[src/rtl/data_memory_if.sv]
// data_memory_if: request/response bundle between the datapath and the data memory.
//   master: drives MemRead, MemWrite, Funct3, Address, WriteData;
//           receives ReadData, Ready, Busy, AccessErr.
//   slave : the data memory side (directions mirrored).
interface data_memory_if;
  logic        MemRead;
  logic        MemWrite;
  logic [2:0]  Funct3;
  logic [31:0] Address;
  logic [31:0] WriteData;
  logic [31:0] ReadData;
  logic        Ready;
  logic        Busy;
  logic        AccessErr;

  modport master (
    output MemRead, MemWrite, Funct3, Address, WriteData,
    input  ReadData, Ready, Busy, AccessErr
  );

  modport slave (
    input  MemRead, MemWrite, Funct3, Address, WriteData,
    output ReadData, Ready, Busy, AccessErr
  );
endinterface

[src/rtl/data_memory.sv]
// data_memory: word-organised RV32I data memory with configurable wait states.
//   clk   : rising-edge clock
//   rst_n : synchronous active-low reset (aborts any request in flight)
//   bus   : data_memory_if.slave
//     MemRead/MemWrite : request strobes (exactly one must be high to request)
//     Funct3           : 000 B, 001 H, 010 W, 100 BU, 101 HU
//     Address          : byte address; wraps modulo 4*DEPTH_WORDS
//     WriteData        : store data, low bytes used for B/H
//     ReadData         : extended load result, valid while Ready=1
//     Ready            : one-cycle response pulse
//     Busy             : request in flight (after acceptance through Ready)
//     AccessErr        : valid with Ready; misaligned or illegal access
module data_memory #(
  parameter int DEPTH_WORDS = 64,
  parameter int WAIT_STATES = 1
) (
  input logic          clk,
  input logic          rst_n,
  data_memory_if.slave bus
);

  localparam int AW = $clog2(DEPTH_WORDS);

  typedef enum logic [1:0] {IDLE, WAIT, RESP} state_t;

  state_t          state;
  state_t          nextState;
  logic [3:0]      waitCnt;

  logic            reqWrite;
  logic [2:0]      reqFunct3;
  logic [AW+1:0]   reqAddr;
  logic [31:0]     reqData;

  logic [31:0]     mem [DEPTH_WORDS];
  logic [31:0]     readDataQ;
  logic            accessErrQ;

  logic            request;
  logic            accept;
  logic            lastWait;
  logic            commit;
  logic            curWrite;
  logic [2:0]      curFunct3;
  logic [AW+1:0]   curAddr;
  logic [31:0]     curData;
  logic [AW-1:0]   wordIdx;
  logic            curErr;
  logic [3:0]      byteEn;
  logic [31:0]     laneData;

  function automatic logic isAccessErr(input logic [2:0] f3, input logic [1:0] lo,
                                       input logic wr);
    logic err;
    err = 1'b0;
    case (f3)
      3'b000:  err = 1'b0;
      3'b001:  err = lo[0];
      3'b010:  err = |lo;
      3'b100:  err = wr;
      3'b101:  err = wr | lo[0];
      default: err = 1'b1;
    endcase
    return err;
  endfunction

  function automatic logic [3:0] storeByteEn(input logic [1:0] size, input logic [1:0] lo);
    logic [3:0] be;
    case (size)
      2'b00:   be = 4'b0001 << lo;
      2'b01:   be = lo[1] ? 4'b1100 : 4'b0011;
      default: be = 4'b1111;
    endcase
    return be;
  endfunction

  // Replicate the store data so every enabled lane sees the right bytes.
  function automatic logic [31:0] storeLanes(input logic [1:0] size, input logic [31:0] wd);
    logic [31:0] lanes;
    case (size)
      2'b00:   lanes = {4{wd[7:0]}};
      2'b01:   lanes = {2{wd[15:0]}};
      default: lanes = wd;
    endcase
    return lanes;
  endfunction

  function automatic logic [31:0] loadExtend(input logic [31:0] word, input logic [2:0] f3,
                                             input logic [1:0] lo);
    logic        [7:0]  b;
    logic        [15:0] h;
    logic signed [7:0]  sb;
    logic signed [15:0] sh;
    logic signed [31:0] ext;
    b   = word[8*lo +: 8];
    h   = lo[1] ? word[31:16] : word[15:0];
    sb  = signed'(b);
    sh  = signed'(h);
    ext = '0;
    case (f3)
      3'b000:  ext = 32'(sb);
      3'b001:  ext = 32'(sh);
      3'b010:  ext = signed'(word);
      3'b100:  ext = signed'({24'b0, b});
      3'b101:  ext = signed'({16'b0, h});
      default: ext = '0;
    endcase
    return unsigned'(ext);
  endfunction

  // A new request is taken in IDLE or on the edge that ends the Ready cycle.
  always_comb begin
    request  = bus.MemRead ^ bus.MemWrite;
    accept   = request && (state == IDLE || state == RESP);
    lastWait = (state == WAIT) && (({1'b0, waitCnt} + 5'd1) == 5'(WAIT_STATES));
    commit   = lastWait || (accept && (WAIT_STATES == 0));

    // With zero wait states the access happens on the accepting edge itself,
    // so the live bus fields are used instead of the latched copy.
    curWrite  = accept ? bus.MemWrite         : reqWrite;
    curFunct3 = accept ? bus.Funct3           : reqFunct3;
    curAddr   = accept ? bus.Address[AW+1:0]  : reqAddr;
    curData   = accept ? bus.WriteData        : reqData;

    wordIdx  = curAddr[AW+1:2];
    curErr   = isAccessErr(curFunct3, curAddr[1:0], curWrite);
    byteEn   = storeByteEn(curFunct3[1:0], curAddr[1:0]);
    laneData = storeLanes(curFunct3[1:0], curData);
  end

  always_comb begin
    nextState = state;
    case (state)
      IDLE: if (request) nextState = (WAIT_STATES == 0) ? RESP : WAIT;
      WAIT: if (lastWait) nextState = RESP;
      RESP: begin
        if (request) nextState = (WAIT_STATES == 0) ? RESP : WAIT;
        else         nextState = IDLE;
      end
      default: nextState = IDLE;
    endcase
  end

  always_ff @(posedge clk) begin
    if (!rst_n) begin
      state      <= IDLE;
      waitCnt    <= '0;
      readDataQ  <= '0;
      accessErrQ <= 1'b0;
    end else begin
      state <= nextState;
      if (accept)              waitCnt <= '0;
      else if (state == WAIT)  waitCnt <= waitCnt + 4'd1;
      // Response fields are loaded on the edge entering RESP and cleared otherwise.
      readDataQ  <= (commit && !curWrite && !curErr)
                    ? loadExtend(mem[wordIdx], curFunct3, curAddr[1:0]) : '0;
      accessErrQ <= commit && curErr;
    end
  end

  always_ff @(posedge clk) begin
    if (accept) begin
      reqWrite  <= bus.MemWrite;
      reqFunct3 <= bus.Funct3;
      reqAddr   <= bus.Address[AW+1:0];
      reqData   <= bus.WriteData;
    end
  end

  // Reset gates the commit so an aborted store never reaches the array.
  always_ff @(posedge clk) begin
    if (rst_n && commit && curWrite && !curErr) begin
      for (int b = 0; b < 4; b++) begin
        if (byteEn[b]) mem[wordIdx][8*b +: 8] <= laneData[8*b +: 8];
      end
    end
  end

  assign bus.Ready     = (state == RESP);
  assign bus.Busy      = (state != IDLE);
  assign bus.ReadData  = readDataQ;
  assign bus.AccessErr = accessErrQ;

endmodule

[src/flat_wrapper.sv]
// flat-port wrapper written by rule: the top's interface ports become plain ports
module data_memory_flat 
#(
  parameter int DEPTH_WORDS = 64,
  parameter int WAIT_STATES = 1
)
  (clk, rst_n, bus_MemRead, bus_MemWrite, bus_Funct3, bus_Address, bus_WriteData, bus_ReadData, bus_Ready, bus_Busy, bus_AccessErr);
  data_memory_if bus_i ();
  input logic clk;
  input logic rst_n;
  input wire logic [$bits(bus_i.MemRead)-1:0] bus_MemRead;
  input wire logic [$bits(bus_i.MemWrite)-1:0] bus_MemWrite;
  input wire logic [$bits(bus_i.Funct3)-1:0] bus_Funct3;
  input wire logic [$bits(bus_i.Address)-1:0] bus_Address;
  input wire logic [$bits(bus_i.WriteData)-1:0] bus_WriteData;
  output wire logic [$bits(bus_i.ReadData)-1:0] bus_ReadData;
  output wire logic [$bits(bus_i.Ready)-1:0] bus_Ready;
  output wire logic [$bits(bus_i.Busy)-1:0] bus_Busy;
  output wire logic [$bits(bus_i.AccessErr)-1:0] bus_AccessErr;
  assign bus_i.MemRead = bus_MemRead;
  assign bus_i.MemWrite = bus_MemWrite;
  assign bus_i.Funct3 = bus_Funct3;
  assign bus_i.Address = bus_Address;
  assign bus_i.WriteData = bus_WriteData;
  assign bus_ReadData = bus_i.ReadData;
  assign bus_Ready = bus_i.Ready;
  assign bus_Busy = bus_i.Busy;
  assign bus_AccessErr = bus_i.AccessErr;
  data_memory #(.DEPTH_WORDS(DEPTH_WORDS), .WAIT_STATES(WAIT_STATES)) u_core (.clk(clk), .rst_n(rst_n), .bus(bus_i));
endmodule
[config.mk]
export PLATFORM = sky130hd
export DESIGN_NAME = data_memory_flat
export DESIGN_NICKNAME = d
export VERILOG_FILES = /design/src/rtl/data_memory_if.sv /design/src/rtl/data_memory.sv /design/src/flat_wrapper.sv
export SDC_FILE = /design/constraint.sdc
export NUM_CORES = 2
export LEC_CHECK = 0
export BUFFER_PORTS_ARGS = -buffer_cell sky130_fd_sc_hd__buf_2
export CAP_MARGIN = 0
export CORE_UTILIZATION = 55
export CTS_CLUSTER_SIZE = 30
export DETAILED_ROUTE_END_ITERATION = 6
export GPL_TIMING_DRIVEN = 0
export PLACE_DENSITY = 0.74
export REMOVE_ABC_BUFFERS = 1
export SYNTH_ARGS = -nofsm -noshare
export SYNTH_HDL_FRONTEND = slang
export SYNTH_SLANG_ARGS = --single-unit
[constraint.sdc]
create_clock -name clk -period 7.85 [get_ports clk]
set_clock_uncertainty 0.15 [all_clocks]
set_input_delay 2.355 -clock clk [delete_from_list [all_inputs] [get_ports clk]]
set_output_delay 2.355 -clock clk [all_outputs]
set_load 0.01 [all_outputs]
==> run metrics <==
outcome finished, violations left; failing checks DRC, capacitance limit, slew limit, setup timing; antenna violations before repair 24; Post-DP Area around 85000 um^2; top cell type's share of synthesized area about 76%; Worst-Margin Slew 1.582 ns; H-tree level count 4; Initial Util between 50% and 60%; num ports 106; clk_lat worst skew 0.86 ns; die footprint approximately 150000 um^2; core area 145600 um^2; nets@finish between 5000 and 6000; fraction of layout cells with a size suffix above 1 between 15 and 20%; Finished Layout Cells 7172; clock-pin slew on the worst setup and hold paths 0.06 ns; post-route minimum period 8.408 ns; detailed-route wire length 260700 um; area leader, netlist edfxtp_1; clock tree sinks between 2000 and 2500; critical path endpoint category register; Hold Path Cell Cnt 2; hold path endpoint u_core.reqData[30]$_DFF_P_; Post-Syn Area roughly 81000 um^2; Setup Total Neg Slack -6.000 ns; Avg Vias per Cell approximately 7.5; DRT antenna net count 0; placed cell count roughly 6800; Sequential Area around 63000 um^2; CTS tree built; final hold vios 0; Synth area leaders edfxtp_1, o22ai_1, dfxtp_1; Worst Path Required about 8.3 ns; CTS buffer count about 200; Setup crit start kind primary input; Reg2Reg Capture Point u_core.bus.ReadData[17]$_SDFF_PN0_; Peak VDD IR 0.2691 mV; Synth warnings 0; Most used DFF post-synth edfxtp_1; clk buf depth 3; largest net degree at the start of global routing 65; worst slack at placement -2.249 ns; HP Start u_core.reqData[30]$_DFF_P_; flop2flop setup slack between 0.4 and 0.5 ns; RD Place Congestion 0.9722; Final Instance Area 92510 um^2; hold crit path type reg2reg; multi-input logic area 17210 um^2; GRT Util Overall ~35%; Slew Viols, Final 37; routed len/inst about 36 um; die extent in y ~390 um; vias about 54000; max cap viols 6; P&R area growth vs syn 14.63%; number of global-route vias before repair 49850; drt drc 52; sequential share of the synthesized area approximately four fifths; Post-CTS Hold Buffers 0; first-pass GRT wire length 362400 um; Pre-Repair DR Iteration Count 7; Setup-failing EPs final 27; Final Cycle Share 107.1%; register bit count reported by yosys ~2100; leakage power around 29 nW; Pwr per Cell Area 309.1 nW/um^2; worst reg2reg path depth 10; R2R Path Start u_core.state[0]$_SDFFE_PN0P_; initial drt markers between 10000 and 15000; CTS Root Buffer Type clkbuf_16; FP Rows 140; RSZ-0062 raised after global routing true; Arrival @ worst endpoint approximately 8.9 ns; fin util 63.55%; Mean Syn Cell Area 16.05 um^2; Relative slew margins -6.289%; count of unique library cells instantiated by Yosys 90; most frequent cells in the layout edfxtp_1, o22ai_1, nand2_1; total congestion overflow 0; commonest non-fill, non-tap cell in the layout edfxtp_1; DP HPWL ~160000 um; Synth async-reset ratio 0%; Die Width 385.1 um; final worst slack -0.5580 ns; FMAX between 0.1 and 0.15 GHz; Cells after Synth 5028; fill cell count approximately 9600; Setup CP Type in2reg; Post-synth EDFFs between 2000 and 2500; number of buffers added on ports 81; peak fanout along the critical path 36
==> flip-flops by register name (all words and copies together) (netlist names) <==
register,count
u_core.mem,2048
u_core.bus.ReadData,32
u_core.reqData,32
u_core.reqWrite,1
u_core.reqFunct3,3
u_core.state,2
u_core.bus.AccessErr,1
u_core.waitCnt,4
u_core.reqAddr,8
==> cell usage after synthesis (all sizes together) (21+ instances only) <==
master	number
o22a	131
nor2	159
o221ai	139
inv	39
nor3	319
nor4	63
nand2b	21
o211ai	23
mux2i	76
edfxtp	2048
nand3	51
dfxtp	83
clkbuf	169
a31oi	32
a22oi	92
nand4	21
buf	204
o31ai	24
o21ai	101
nand2	215
a21oi	128
o22ai	631
==> cells by family (layout without fill, tap and decap cells) <==
| family | after synthesis | in the layout | share of synthesized area (%) |
|---|---|---|---|
| XOR/XNOR | 5 | 5 | 0.07289 |
| buffers and inverters | 413 | 623 | 2.188 |
| AO/OA/AOI/OAI | 1446 | 1446 | 12.45 |
| adder cells (fa/ha/maj) | 2 | 2 | 0.03100 |
| flip-flops | 2131 | 2131 | 78.26 |
| other | 0 | 15 | 0 |
| multiplexers | 102 | 102 | 1.436 |
| AND/OR/NAND/NOR | 929 | 931 | 5.563 |
==> report_power, final <==
group | switching (W) | internal (W) | total (W)
Sequential | 0.0000506 | 0.0134 | 0.0134
Combinational | 0.00411 | 0.00140 | 0.00550
Clock | 0.00419 | 0.00547 | 0.00966
==> worst max-delay path by stage <==
stage	cells after the start	slack, ns	from	end
after floorplan	6	-2.09	bus_MemWrite	u_core.mem[0][0]$_DFFE_PP_
after global routing	11	-0.11	bus_MemRead	u_core.bus.ReadData[17]$_SDFF_PN0_
after detailed placement	13	-2.25	bus_MemRead	u_core.bus.ReadData[17]$_SDFF_PN0_
final	11	-0.56	bus_MemRead	u_core.bus.ReadData[17]$_SDFF_PN0_
after global placement	10	-9.00	bus_MemWrite	u_core.bus.ReadData[17]$_SDFF_PN0_
after CTS	12	-0.16	bus_MemWrite	u_core.mem[39][18]$_DFFE_PP_
==> cell type report <==
type | count | area share (%)
Sequential cell | 2131 | 68.28
Inverter | 40 | 0.1677
Timing Repair Buffer | 218 | 3.325
Multi-Input combinational cell | 2486 | 18.61
Antenna cell | 15 | 0.04058
Clock inverter | 120 | 1.313
Clock buffer | 245 | 5.670
Tap cell | 1917 | 2.593
==> per-layer routing <==
metal	GRT usage (%)	up-vias	share of wire, %
met2	48.36	5362	42
met3	14.71	1129	18
met4	18.82	28	6.6
met5	0.5848	-	0.12
met1	45.79	26200	33
li1	-	20850	-
==> repair_timing <==
item,CTS,global route
endpoints found under the hold margin,0,0
gates resized for setup,22,36
buffers inserted,2,2
cloned,1,1
pin swaps,1,2
setup endpoints to repair,1769,700
==> metrics by stage <==
step	power (W)	hold WS, ns
2_1_floorplan	0.01607	0.2689
5_1_grt	0.02896	0.3200
3_3_place_gp	0.01833	0.2829
6_report	0.02860	0.3081
4_1_cts	0.02815	0.3036
3_5_place_dp	0.01872	0.2876
==> worst max-delay path: stages <==
cell       delay [ns]
buf_2            0.21
xor2_4           0.30
a21boi_1         1.25
nor2_4           0.20
inv_2            1.01
a211oi_1         0.20
o31a_1           0.34
a2111oi_0        0.70
nand4b_1         0.58
mux4_2           0.87
o22ai_1          0.77
Power figures use the tool's default switching activity.
